`src/rtl/secded_pkg.sv`:
```
`default_nettype none
// +----------------------------------------------------------------------------+
// | Module   : secded_pkg                                                      |
// | Purpose  : Shared constants and types for the Hamming(16,11) SECDED        |
// |            memory engine: decode status codes, mode encodings and the      |
// |            engine FSM state type.                                          |
// | Revision : 1.0 - initial release                                           |
// +----------------------------------------------------------------------------+
package secded_pkg;

  // Decode status carried in result[15:14]
  localparam logic [1:0] ST_OK  = 2'b00;
  localparam logic [1:0] ST_SGL = 2'b01;
  localparam logic [1:0] ST_DBL = 2'b10;

  // Operating mode, latched when a run is accepted
  localparam logic MODE_DEC = 1'b0;
  localparam logic MODE_ENC = 1'b1;

  typedef enum logic [2:0] {
    S_IDLE  = 3'd0,
    S_RD_LO = 3'd1,
    S_RD_HI = 3'd2,
    S_CAP   = 3'd3,
    S_CALC  = 3'd4,
    S_WR_LO = 3'd5,
    S_WR_HI = 3'd6,
    S_DONE  = 3'd7
  } state_t;

endpackage
`default_nettype wire

```
`src/rtl/secded_codec.sv`:
```
`default_nettype none
// +----------------------------------------------------------------------------+
// | Module   : secded_codec                                                    |
// | Purpose  : Combinational Hamming(16,11) SECDED encoder / decoder.          |
// |            Codeword bit index equals Hamming position:                     |
// |            {d11..d5, p8, d4, d3, d2, p4, d1, p2, p1, p0}.                  |
// | Ports    : mode   in  1   0 = decode, 1 = encode                           |
// |            raw    in  16  encode: raw[10:0] = d[11:1]; decode: codeword    |
// |            result out 16  encode: codeword;                                |
// |                           decode: {status, 3'b000, d[11:1]}               |
// |            sgl    out 1   single error corrected (decode only)             |
// |            dbl    out 1   double error detected (decode only)              |
// | Revision : 1.0 - initial release                                           |
// +----------------------------------------------------------------------------+
module secded_codec
  import secded_pkg::*;
(
  input  logic        mode,
  input  logic [15:0] raw,
  output logic [15:0] result,
  output logic        sgl,
  output logic        dbl
);

  logic [11:1] w_d;
  logic [15:0] w_cw;
  logic [3:0]  w_syn;
  logic        w_par;
  logic [15:0] w_fix;
  logic [1:0]  w_status;
  logic [11:1] w_dec_d;

  always_comb begin
    // ---------------- encode ----------------
    w_d        = raw[10:0];
    w_cw       = '0;
    w_cw[15:9] = w_d[11:5];
    w_cw[7:5]  = w_d[4:2];
    w_cw[3]    = w_d[1];
    w_cw[8]    = ^w_d[11:5];
    w_cw[4]    = (^w_d[11:8]) ^ (^w_d[4:2]);
    w_cw[2]    = w_d[11] ^ w_d[10] ^ w_d[7] ^ w_d[6] ^ w_d[4] ^ w_d[3] ^ w_d[1];
    w_cw[1]    = w_d[11] ^ w_d[9] ^ w_d[7] ^ w_d[5] ^ w_d[4] ^ w_d[2] ^ w_d[1];
    w_cw[0]    = ^w_cw[15:1];

    // ---------------- decode ----------------
    // Syndrome is the XOR of the positions of every set bit; for a valid
    // codeword this cancels to zero, for a single flip it names the bit.
    w_syn = '0;
    for (int i = 1; i < 16; i++) begin
      if (raw[i]) w_syn = w_syn ^ 4'(i);
    end
    w_par    = ^raw;
    w_fix    = raw;
    w_status = ST_OK;
    if (w_par) begin
      // Odd overall parity: exactly one bit flipped; syn==0 means p0 itself.
      w_fix[w_syn] = ~raw[w_syn];
      w_status     = ST_SGL;
    end else if (w_syn != 4'd0) begin
      // Even parity but non-zero syndrome: two flips, not correctable.
      w_status = ST_DBL;
    end
    w_dec_d = {w_fix[15:9], w_fix[7:5], w_fix[3]};

    // ---------------- output select ----------------
    if (mode == MODE_ENC) begin
      result = w_cw;
      sgl    = 1'b0;
      dbl    = 1'b0;
    end else begin
      result = {w_status, 3'b000, w_dec_d};
      sgl    = (w_status == ST_SGL);
      dbl    = (w_status == ST_DBL);
    end
  end

endmodule
`default_nettype wire

```
`src/rtl/secded_mem_engine.sv`:
```
`default_nettype none
// +----------------------------------------------------------------------------+
// | Module   : secded_mem_engine                                               |
// | Purpose  : DMA-style Hamming(16,11) SECDED engine. Reads NUM_WORDS 16-bit  |
// |            little-endian words from SRC_BASE in byte-wide sync RAM,        |
// |            encodes or decodes each one and writes the result to DST_BASE.  |
// |            Six cycles per word; each word is fully read before written.    |
// | Ports    : clk, reset (async, active-high)                                 |
// |            req         in   start request (accepted in IDLE/DONE)          |
// |            mode        in   0 = decode, 1 = encode (latched on accept)     |
// |            done        out  run complete, held in DONE                     |
// |            busy        out  high outside IDLE/DONE                         |
// |            mem_addr    out  byte address                                   |
// |            mem_rd_data in   read byte, valid the cycle after mem_addr      |
// |            mem_wr_en   out  byte write strobe                              |
// |            mem_wr_data out  write byte                                     |
// |            single_cnt  out  corrected single errors this run (saturating)  |
// |            double_cnt  out  detected double errors this run (saturating)   |
// | Revision : 1.0 - initial release                                           |
// +----------------------------------------------------------------------------+
module secded_mem_engine
  import secded_pkg::*;
#(
  parameter int NUM_WORDS = 15,
  parameter int SRC_BASE  = 30,
  parameter int DST_BASE  = 0,
  parameter int ADDR_W    = 8,
  parameter int CNT_W     = 8
) (
  input  logic              clk,
  input  logic              reset,
  input  logic              req,
  input  logic              mode,
  output logic              done,
  output logic              busy,
  output logic [ADDR_W-1:0] mem_addr,
  input  logic [7:0]        mem_rd_data,
  output logic              mem_wr_en,
  output logic [7:0]        mem_wr_data,
  output logic [CNT_W-1:0]  single_cnt,
  output logic [CNT_W-1:0]  double_cnt
);

  localparam logic [ADDR_W-1:0] c_src_base = ADDR_W'(SRC_BASE);
  localparam logic [ADDR_W-1:0] c_dst_base = ADDR_W'(DST_BASE);
  localparam logic [ADDR_W-1:0] c_last_idx = ADDR_W'(NUM_WORDS - 1);
  localparam logic [ADDR_W-1:0] c_one      = ADDR_W'(1);

  state_t            r_state;
  state_t            w_next;
  logic              r_mode;
  logic [ADDR_W-1:0] r_idx;
  logic [7:0]        r_lo;
  logic [7:0]        r_hi;
  logic [15:0]       r_result;
  logic [CNT_W-1:0]  r_single;
  logic [CNT_W-1:0]  r_double;

  logic              w_start;
  logic              w_last;
  logic [ADDR_W-1:0] w_src_addr;
  logic [ADDR_W-1:0] w_dst_addr;
  logic [15:0]       w_codec_result;
  logic              w_sgl;
  logic              w_dbl;

  // Address arithmetic wraps naturally at ADDR_W bits.
  assign w_src_addr = c_src_base + (r_idx << 1);
  assign w_dst_addr = c_dst_base + (r_idx << 1);
  assign w_last     = (r_idx == c_last_idx);
  assign w_start    = req && ((r_state == S_IDLE) || (r_state == S_DONE));

  secded_codec u_codec (
    .mode   (r_mode),
    .raw    ({r_hi, r_lo}),
    .result (w_codec_result),
    .sgl    (w_sgl),
    .dbl    (w_dbl)
  );

  // ---------------- state register ----------------
  always_ff @(posedge clk or posedge reset) begin
    if (reset) begin
      r_state <= S_IDLE;
    end else begin
      r_state <= w_next;
    end
  end

  // ---------------- next state and memory-side outputs ----------------
  always_comb begin
    w_next      = r_state;
    busy        = 1'b1;
    done        = 1'b0;
    mem_addr    = '0;
    mem_wr_en   = 1'b0;
    mem_wr_data = '0;
    case (r_state)
      S_IDLE: begin
        busy = 1'b0;
        if (req) w_next = S_RD_LO;
      end
      S_DONE: begin
        busy = 1'b0;
        done = 1'b1;
        if (req) w_next = S_RD_LO;
      end
      S_RD_LO: begin
        mem_addr = w_src_addr;
        w_next   = S_RD_HI;
      end
      S_RD_HI: begin
        mem_addr = w_src_addr + c_one;
        w_next   = S_CAP;
      end
      S_CAP:  w_next = S_CALC;
      S_CALC: w_next = S_WR_LO;
      S_WR_LO: begin
        mem_addr    = w_dst_addr;
        mem_wr_en   = 1'b1;
        mem_wr_data = r_result[7:0];
        w_next      = S_WR_HI;
      end
      S_WR_HI: begin
        mem_addr    = w_dst_addr + c_one;
        mem_wr_en   = 1'b1;
        mem_wr_data = r_result[15:8];
        w_next      = w_last ? S_DONE : S_RD_LO;
      end
      default: w_next = S_IDLE;
    endcase
  end

  // ---------------- datapath ----------------
  always_ff @(posedge clk or posedge reset) begin
    if (reset) begin
      r_mode   <= MODE_DEC;
      r_idx    <= '0;
      r_lo     <= '0;
      r_hi     <= '0;
      r_result <= '0;
      r_single <= '0;
      r_double <= '0;
    end else begin
      if (w_start) begin
        r_mode   <= mode;
        r_idx    <= '0;
        r_single <= '0;
        r_double <= '0;
      end
      case (r_state)
        // Read data lags the address by one cycle.
        S_RD_HI: r_lo <= mem_rd_data;
        S_CAP:   r_hi <= mem_rd_data;
        S_CALC: begin
          r_result <= w_codec_result;
          if (w_sgl && (r_single != '1)) r_single <= r_single + CNT_W'(1);
          if (w_dbl && (r_double != '1)) r_double <= r_double + CNT_W'(1);
        end
        S_WR_HI: begin
          if (!w_last) r_idx <= r_idx + c_one;
        end
        default: ;
      endcase
    end
  end

  assign single_cnt = r_single;
  assign double_cnt = r_double;

endmodule
`default_nettype wire

```
`config.mk`:
```
export PLATFORM = sky130hd
export DESIGN_NAME = secded_mem_engine
export DESIGN_NICKNAME = d
export VERILOG_FILES = /design/src/rtl/secded_pkg.sv /design/src/rtl/secded_codec.sv /design/src/rtl/secded_mem_engine.sv
export SDC_FILE = /design/constraint.sdc
export NUM_CORES = 1
export LEC_CHECK = 0
export ABC_AREA = 1
export ABC_CLOCK_PERIOD_IN_PS = 5280
export CORE_UTILIZATION = 30
export CTS_CLUSTER_SIZE = 28
export DETAILED_ROUTE_END_ITERATION = 6
export PLACE_DENSITY = 0.52
export SKIP_CTS_REPAIR_TIMING = 1
export SLEW_MARGIN = 10
export SYNTH_ARGS = -nofsm -noshare
export SYNTH_HDL_FRONTEND = slang
export SYNTH_HIERARCHICAL = 1
export SYNTH_SLANG_ARGS = --single-unit
```
`constraint.sdc`:
```
create_clock -name clk -period 5.28 [get_ports clk]
set_input_delay 1.056 -clock clk [delete_from_list [all_inputs] [get_ports clk]]
set_output_delay 1.056 -clock clk [all_outputs]
set_load 0.1 [all_outputs]
```
==> out/metrics.yaml <==
syn-num-nets: 671
htree_levels: 3
ant_nets: 0
port_buffers: 46
fin_worst_skew_ps: 9.94
synth_edf_count: 0
via_per_inst: 4.68
clock_latency_ps: 340
dieHeight_um: 126
core.rowCount: 44
cts_root_buffer: "clkbuf_16"
max_slew.worst_pin.slew_ps: 998
crit_start: "r_state[2]$_DFFE_PP0P_"
reg2reg_from: "r_lo[3]$_DFFE_PP0P_"
syn_area_per_cell_um2: 7.04
status: "finished, final reports clean"
fin_hold_ws_ps: 505
synthTopCellsByArea: "dfrtp_1 (33%), nand2_1 (14%), nand3_1 (7.2%)"
synth_top_family_by_area: "simple AND/OR/NAND/NOR gates"
fmax_ghz: 0.257
clkTransAtPathRegs_ps: 50
tns_ps: 0
worstPathCellList: "nand3_1 -> nand2_1 -> nand2_1 -> o21ai_0 -> clkdlybuf4s50_1"
crit_family: "buffers and inverters"
setup_viol: 0
vias: 4136
crit_buf_inv: 1
grt_pass1_wl_um: 19900
cts_buffer_depth: 2
slowest_delay_ps: 1160
synth.distinct_cells: 39
worst-path-stages: 5
dieArea_um2: 15900
antenna_found_initial: 0
crit_path_end_kind: "output port"
wl_per_cell_um: 13.0
cpMaxStageDelayCell: "clkdlybuf4s50_1"
crit_type: "flop to output port"
hp-class: "flop to flop"
final_common_cell: "nand2_1"
pin_count: 47
drt_pass1_iterations: 5
drc: 0
synth-compound-area-share: 0.0837
wl_met2_um: 4980
post-dp-hpwl_um: 8830
fin_crit_ps: 3900
synth_mux_area_frac: 0.0228
grt_max_degree: 33
synthXorXnorAreaFrac: 0.0902
initial_utilization: 0.312
ys_seq_area_frac: 0.326
fill_cells: 1588
cts_buffers: 9
design.core.area_um2: 14800
maxSlewHeadroom: 0.332
n_antenna_cell: 0
track_usage: 0.155
place_congestion: 0.854
die-width_um: 126
startpoint_type: "flop"
synth_top_cell_by_area: "dfrtp_1"
syn-instance-count: 654
drive_gt1_frac: 0.155
cts_tree: "yes"
final_cell_mix: "nand2_1 (172), inv_1 (76), nand3_1 (66)"
drt_iter0_markers: 200
yosys_most_used_dff: "dfrtp_1"
max_cap_viol_count: 0
synth-seq-cells: 60
top_layer: "met4"
slew_violations: 0
synthAdderAreaFrac: 0.0136
synthArstFlopShare: 1.00
r2r_cells: 19
period_share: 0.738
syn2layout_area_growth_pct: 18.8
required_ps: 4220
dr_wl_met3_um: 394
grt_pass1_vias: 4006
synth_top_area_frac: 0.326
min_from: "r_result[6]$_DFFE_PP0N_"
netlist_area_um2: 4610
fin_util: 0.371
gr-total-overflow: 0
hold_viol_final: 0
min_path_cells: 2
critPathMaxFanout: 10
yosys_warnings: 6
nets: 712
rsz0062_at_grt: "false"
path_common_cell: "nand2_1"
cp.arrival_ps: 2840
cts.sinks: 60
synth-simple-area-share: 0.368
totalWireLength_um: 11500
met1_length_um: 5990
==> sequential cells by signal, indices dropped and copies added, names as in the netlist <==
name        cells
r_hi            8
double_cnt      8
r_mode          1
single_cnt      8
r_result       16
r_lo            8
r_state         3
r_idx           8
==> metal layers <==
metal	global-route usage	vias to the layer above
met5	0	-
met1	0.224	1917
li1	-	2128
met2	0.233	78
met3	0.0323	13
met4	0.0404	0
==> kinds of logic after synthesis <==
family / after synthesis
simple gates: 361
buf+inv: 109
compound gates: 73
flops: 60
xor+xnor: 38
mux: 8
fa+ha+maj: 5
==> synth_stat cells, types with 2 or more instances <==
master	count
inv_1	77
o21ai_0	38
buf_4	3
nand3_2	7
a21o_1	2
o21ai_2	2
nand2_4	11
nor2_2	4
a21oi_1	17
nor2_1	58
xnor2_1	14
mux2_2	4
inv_2	14
clkbuf_1	6
ha_1	5
buf_2	5
nand2_2	33
mux2_4	4
nand3_1	66
nand4_1	2
o21ai_1	10
xnor2_2	5
nand2_1	172
xor2_1	16
dfrtp_1	60
nor2_4	3
nor3_1	2
xnor2_4	2
o21bai_1	2
==> worst register-to-register path: cells and delay by family, from the launching register on <==
| kind | cells | cell delay, ps |
|---|---|---|
| compound gates | 1 | 90 |
| mux | 1 | 280 |
| simple gates | 16 | 1840 |
| buf+inv | 1 | 160 |
| flops | 1 | 470 |
==> through the flow <==
stage                     cells  cell area [um2]  setup slack [ps]
after floorplan             654             4610              1140
after global placement      868             5210              1790
after detailed placement    868             5210              1740
after CTS                   883             5470              1380
after global routing        883             5470              1190
final                       883             5470              1380
==> area by class of cell <==
cell class,count,area [um2],share of cell area
clock buffers,10,229,0.0419
clock inverters,5,30.0,0.00549
inverters,92,347,0.0634
multi-input cells,485,2670,0.487
flip-flops and latches,60,1500,0.274
well taps,184,230,0.0421
repair buffers,47,468,0.0855
==> final timing paths <==
| path | endpoint | slack, ps |
|---|---|---|
| max | mem_addr[2] | 1380 |
| min | r_result[6]$_DFFE_PP0N_ | 510 |
| max reg2reg | r_result[8]$_DFFE_PP0N_ | 2350 |
| min reg2reg | r_result[6]$_DFFE_PP0N_ | 510 |
| max in group asynchronous | r_result[7]$_DFFE_PP0N_ | 3290 |
| min in group asynchronous | r_hi[7]$_DFFE_PP0N_ | 1130 |
Power is left out: the tool's default activity adds up to more than one toggle a clock period on the data nets, which glitch-free logic cannot reach.
==> edit 1, RTL diff (same flow settings) <==
`ADDR_W`: 8 -> 9.
--- a/src/rtl/secded_mem_engine.sv
+++ b/src/rtl/secded_mem_engine.sv
@@ -24,7 +24,7 @@
   parameter int NUM_WORDS = 15,
   parameter int SRC_BASE  = 30,
   parameter int DST_BASE  = 0,
-  parameter int ADDR_W    = 8,
+  parameter int ADDR_W    = 9,
   parameter int CNT_W     = 8
 ) (
   input  logic              clk,
Ports: changed (resized mem_addr); port bits go from 47 to 48. No check against the original RTL was run, so the function may have changed too.
==> edit 1 against the unedited design <==
Final area grew 3.5%; die area increased by 3.4%; wire length up 3.6%; critical path depth increased by 3; setup slack got worse by 0.10 ns; synthesized area up 3.4%; global-route usage hardly changed; register-to-register slack gained 0.03 ns; non-clock buffer count grew 2; sequential cell count increased by 1; utilization fell by 0.26 points; synthesized cell count up 2.0%.
Power is not shown: default switching activity piles up to over one toggle a cycle in this logic, so the estimate is an artifact.
==> edit 1: results (changes against the unedited design) <==
[final_layout]
drive_above_1_share=0.166  ; was 0.155
signal_buffers=49  ; was 47
inverters=93  ; was 92
stdcell_area_um2=5660  ; was 5470 um^2
clkCellAreaFrac=0.0535  ; was 0.0473
regArea_um2=1530  ; was 1500 um^2

[hold_path]
hp-start=r_result[2]  ; was r_result[6]
hold_path_end=r_result[2]  ; was r_result[6]

[global_routing]
grt_util_met3=0.0280  ; was 0.0323
grtUsageTotal=0.155  ; about the same
grt_first_pass_wirelength_mm=20.2  ; was 19.9 mm

[placement]
post-place-ws_ns=1.64  ; was 1.74 ns
placed_cell_area_um2=5360  ; was 5210 um^2
place_inst=907  ; was 868

[routing]
wl_met2_mm=5.23  ; was 4.98 mm
wire_per_inst_um=12.9  ; was 13.0 um
route.vias.total=4221  ; was 4136

[synth]
synth_nets=684  ; was 671
synthTopCellsByCount=nand2_1, inv_1, dfrtp_1, nand3_1, nor2_1  ; was nand2_1, inv_1, nand3_1
syn_inst=667  ; was 654
seq_area_frac_synth=0.320  ; was 0.326

[sta]
fin_skew_ns=0.00784  ; was 0.00994 ns
tightestPinTransition_ns=0.993  ; was 0.998 ns

[status]
run_status=finished, final reports clean  ; unchanged

[worst_setup_path]
worstReg2RegStart=r_lo[7]  ; was r_lo[3]
crit_fanout=20  ; was 10

edit 1: changes by cell type after synthesis, moves of 5 or more:
cell     unedited run  this run
nor2_1             58        52
nor3_1              2         8
buf_6               1         8
nand3_1            66        61
edit 1: cell families after synthesis:
family          after synthesis  share of synthesized area
simple gates                364                      0.366
xor+xnor                     36                     0.0835
flops                        61                      0.320
compound gates               80                     0.0911
fa+ha+maj                     5                     0.0131
buf+inv                     113                      0.107
mux                           8                     0.0189
edit 1: worst max-delay path by stage:
| stage | slack, ns | cells past startpoint | endpoint |
|---|---|---|---|
| floorplan | 1.17 | 5 | mem_addr[1] |
| global placement | 1.68 | 8 | mem_addr[2] |
| detailed placement | 1.64 | 8 | mem_addr[2] |
| CTS | 1.26 | 8 | mem_addr[2] |
| global route | 1.08 | 8 | mem_addr[2] |
| finish | 1.28 | 8 | mem_addr[2] |
==> edit 2, RTL diff (config.mk and constraints unchanged) <==
Made on the original files. Re-encode `state_t` (8 states) as one-hot, 8 bits wide.
--- a/src/rtl/secded_pkg.sv
+++ b/src/rtl/secded_pkg.sv
@@ -17,15 +17,15 @@
   localparam logic MODE_DEC = 1'b0;
   localparam logic MODE_ENC = 1'b1;
 
-  typedef enum logic [2:0] {
-    S_IDLE  = 3'd0,
-    S_RD_LO = 3'd1,
-    S_RD_HI = 3'd2,
-    S_CAP   = 3'd3,
-    S_CALC  = 3'd4,
-    S_WR_LO = 3'd5,
-    S_WR_HI = 3'd6,
-    S_DONE  = 3'd7
+  typedef enum logic [7:0] {
+    S_IDLE  = 8'b00000001,
+    S_RD_LO = 8'b00000010,
+    S_RD_HI = 8'b00000100,
+    S_CAP   = 8'b00001000,
+    S_CALC  = 8'b00010000,
+    S_WR_LO = 8'b00100000,
+    S_WR_HI = 8'b01000000,
+    S_DONE  = 8'b10000000
   } state_t;
 
 endpackage
Function: same outputs for any inputs over 4 cycles, from zero or initial values and one cycle with reset high; so few cycles prove little.
==> edit 2 against the unedited design <==
Worst hold slack got worse by 0.024 ns; wire length increased by 3.4%; setup slack got worse by 0.39 ns; cell count increased by 3.4%; synthesized area increased by 2.1%; final area up 3.9%; synthesized cell count grew 0.31%; sequential cell count grew 5; critical endpoint is now mem_addr[1]; highest routed layer unchanged.
Power is left out: the tool's default activity adds up to more than one toggle a clock period on the data nets, which glitch-free logic cannot reach.
==> edit 2: results (changes against the unedited design) <==
[status]
run_status=finished, final reports clean  ; unchanged

[synth]
synth_fa_ha_area_frac=0.0133  ; was 0.0136
syn_inst=656  ; was 654
synth.avg_cell_area_um2=7.17  ; was 7.04 um^2
synth_compound_area_frac=0.0867  ; was 0.0837
synthTopCellsByCount=nand2_1, inv_1, dfrtp_1  ; was nand2_1, inv_1, nand3_1
seq_area_frac_synth=0.346  ; was 0.326
netlist_top_cells_area=dfrtp_1, nand2_1, nand3_1  ; unchanged
muxShareOfSynthArea=0  ; was 0.0228
synth-main-ff-cell=dfrtp_1  ; unchanged
synth_nets=673  ; was 671

[worst_setup_path]
timing.rr.end=double_cnt[6]  ; was r_result[8]
cp-endpoint=mem_addr[1]  ; was mem_addr[2]
worstPathArrival_ns=3.23  ; was 2.84 ns
r2r_slack_ns=2.37  ; was 2.35 ns
crit_fanout=13  ; was 10
worstReg2RegStart=r_lo[7]  ; was r_lo[3]

[final_layout]
clkCellAreaFrac=0.0619  ; was 0.0473
nets=714  ; was 712
fillers=1582  ; was 1588
inverters=85  ; was 92
drive_above_1_share=0.152  ; was 0.155
seq_cells=65  ; was 60
nMultiInputCombCells=489  ; was 485
final_util=0.373  ; was 0.371
clock_buffers=9  ; was 10
seq_area_frac=0.286  ; was 0.274
multi_input_area_share=0.467  ; was 0.487
layout.nonclk_buf_frac=0.0823  ; was 0.0855

[hold_path]
min_path_cells=2  ; unchanged

[placement]
placed_cell_area_um2=5330  ; was 5210 um^2
post-place-ws_ns=1.33  ; was 1.74 ns
dp_hpwl_mm=8.85  ; was 8.83 mm
place_inst=897  ; was 868
gp_congestion=0.900  ; was 0.854

[routing]
routed_via_density=4.55  ; was 4.68
dr.pass1.iters=4  ; was 5
drt_wl_total_mm=11.9  ; was 11.5 mm
route.vias.total=4158  ; was 4136
drtIter0Drc=209  ; was 200

[global_routing]
grt_pass1_vias=4026  ; was 4006
grt_max_degree=35  ; was 33
grtUsageTotal=0.158  ; was 0.155
grt_first_pass_wirelength_mm=20.3  ; was 19.9 mm

[sta]
timing.hold.ws_ns=0.481  ; was 0.505 ns
fin_skew_ns=0.00658  ; was 0.00994 ns
fmax_mhz=233  ; was 257 MHz
slew_headroom=0.327  ; was 0.332

edit 2: changes by cell type after synthesis, sizes merged, moves of 3 or more:
cell   change
dfrtp      +4
mux2       -8
a22o       +8
nand3     -13
a21oi      -5
inv        -8
nor2       -3
xor2       +3
nand2     +21
edit 2: per-layer routing:
| layer | vias up | part of all wire | wire, um | global-route usage |
|---|---|---|---|---|
| li1 | 2132 | - | - | - |
| met1 | 1942 | 0.49 | 5780 | 0.211 |
| met2 | 70 | 0.47 | 5540 | 0.262 |
| met3 | 14 | 0.036 | 429 | 0.0318 |
| met4 | 0 | 0.011 | 136 | 0.0378 |
| met5 | - | 0 | 0 | 0 |
edit 2: worst max-delay path, delay by kind of cell, from the launching register on:
kind	cells	cell delay (ns)
buf+inv	3	1.40
simple gates	4	0.93
flops	1	0.39
compound gates	1	0.16
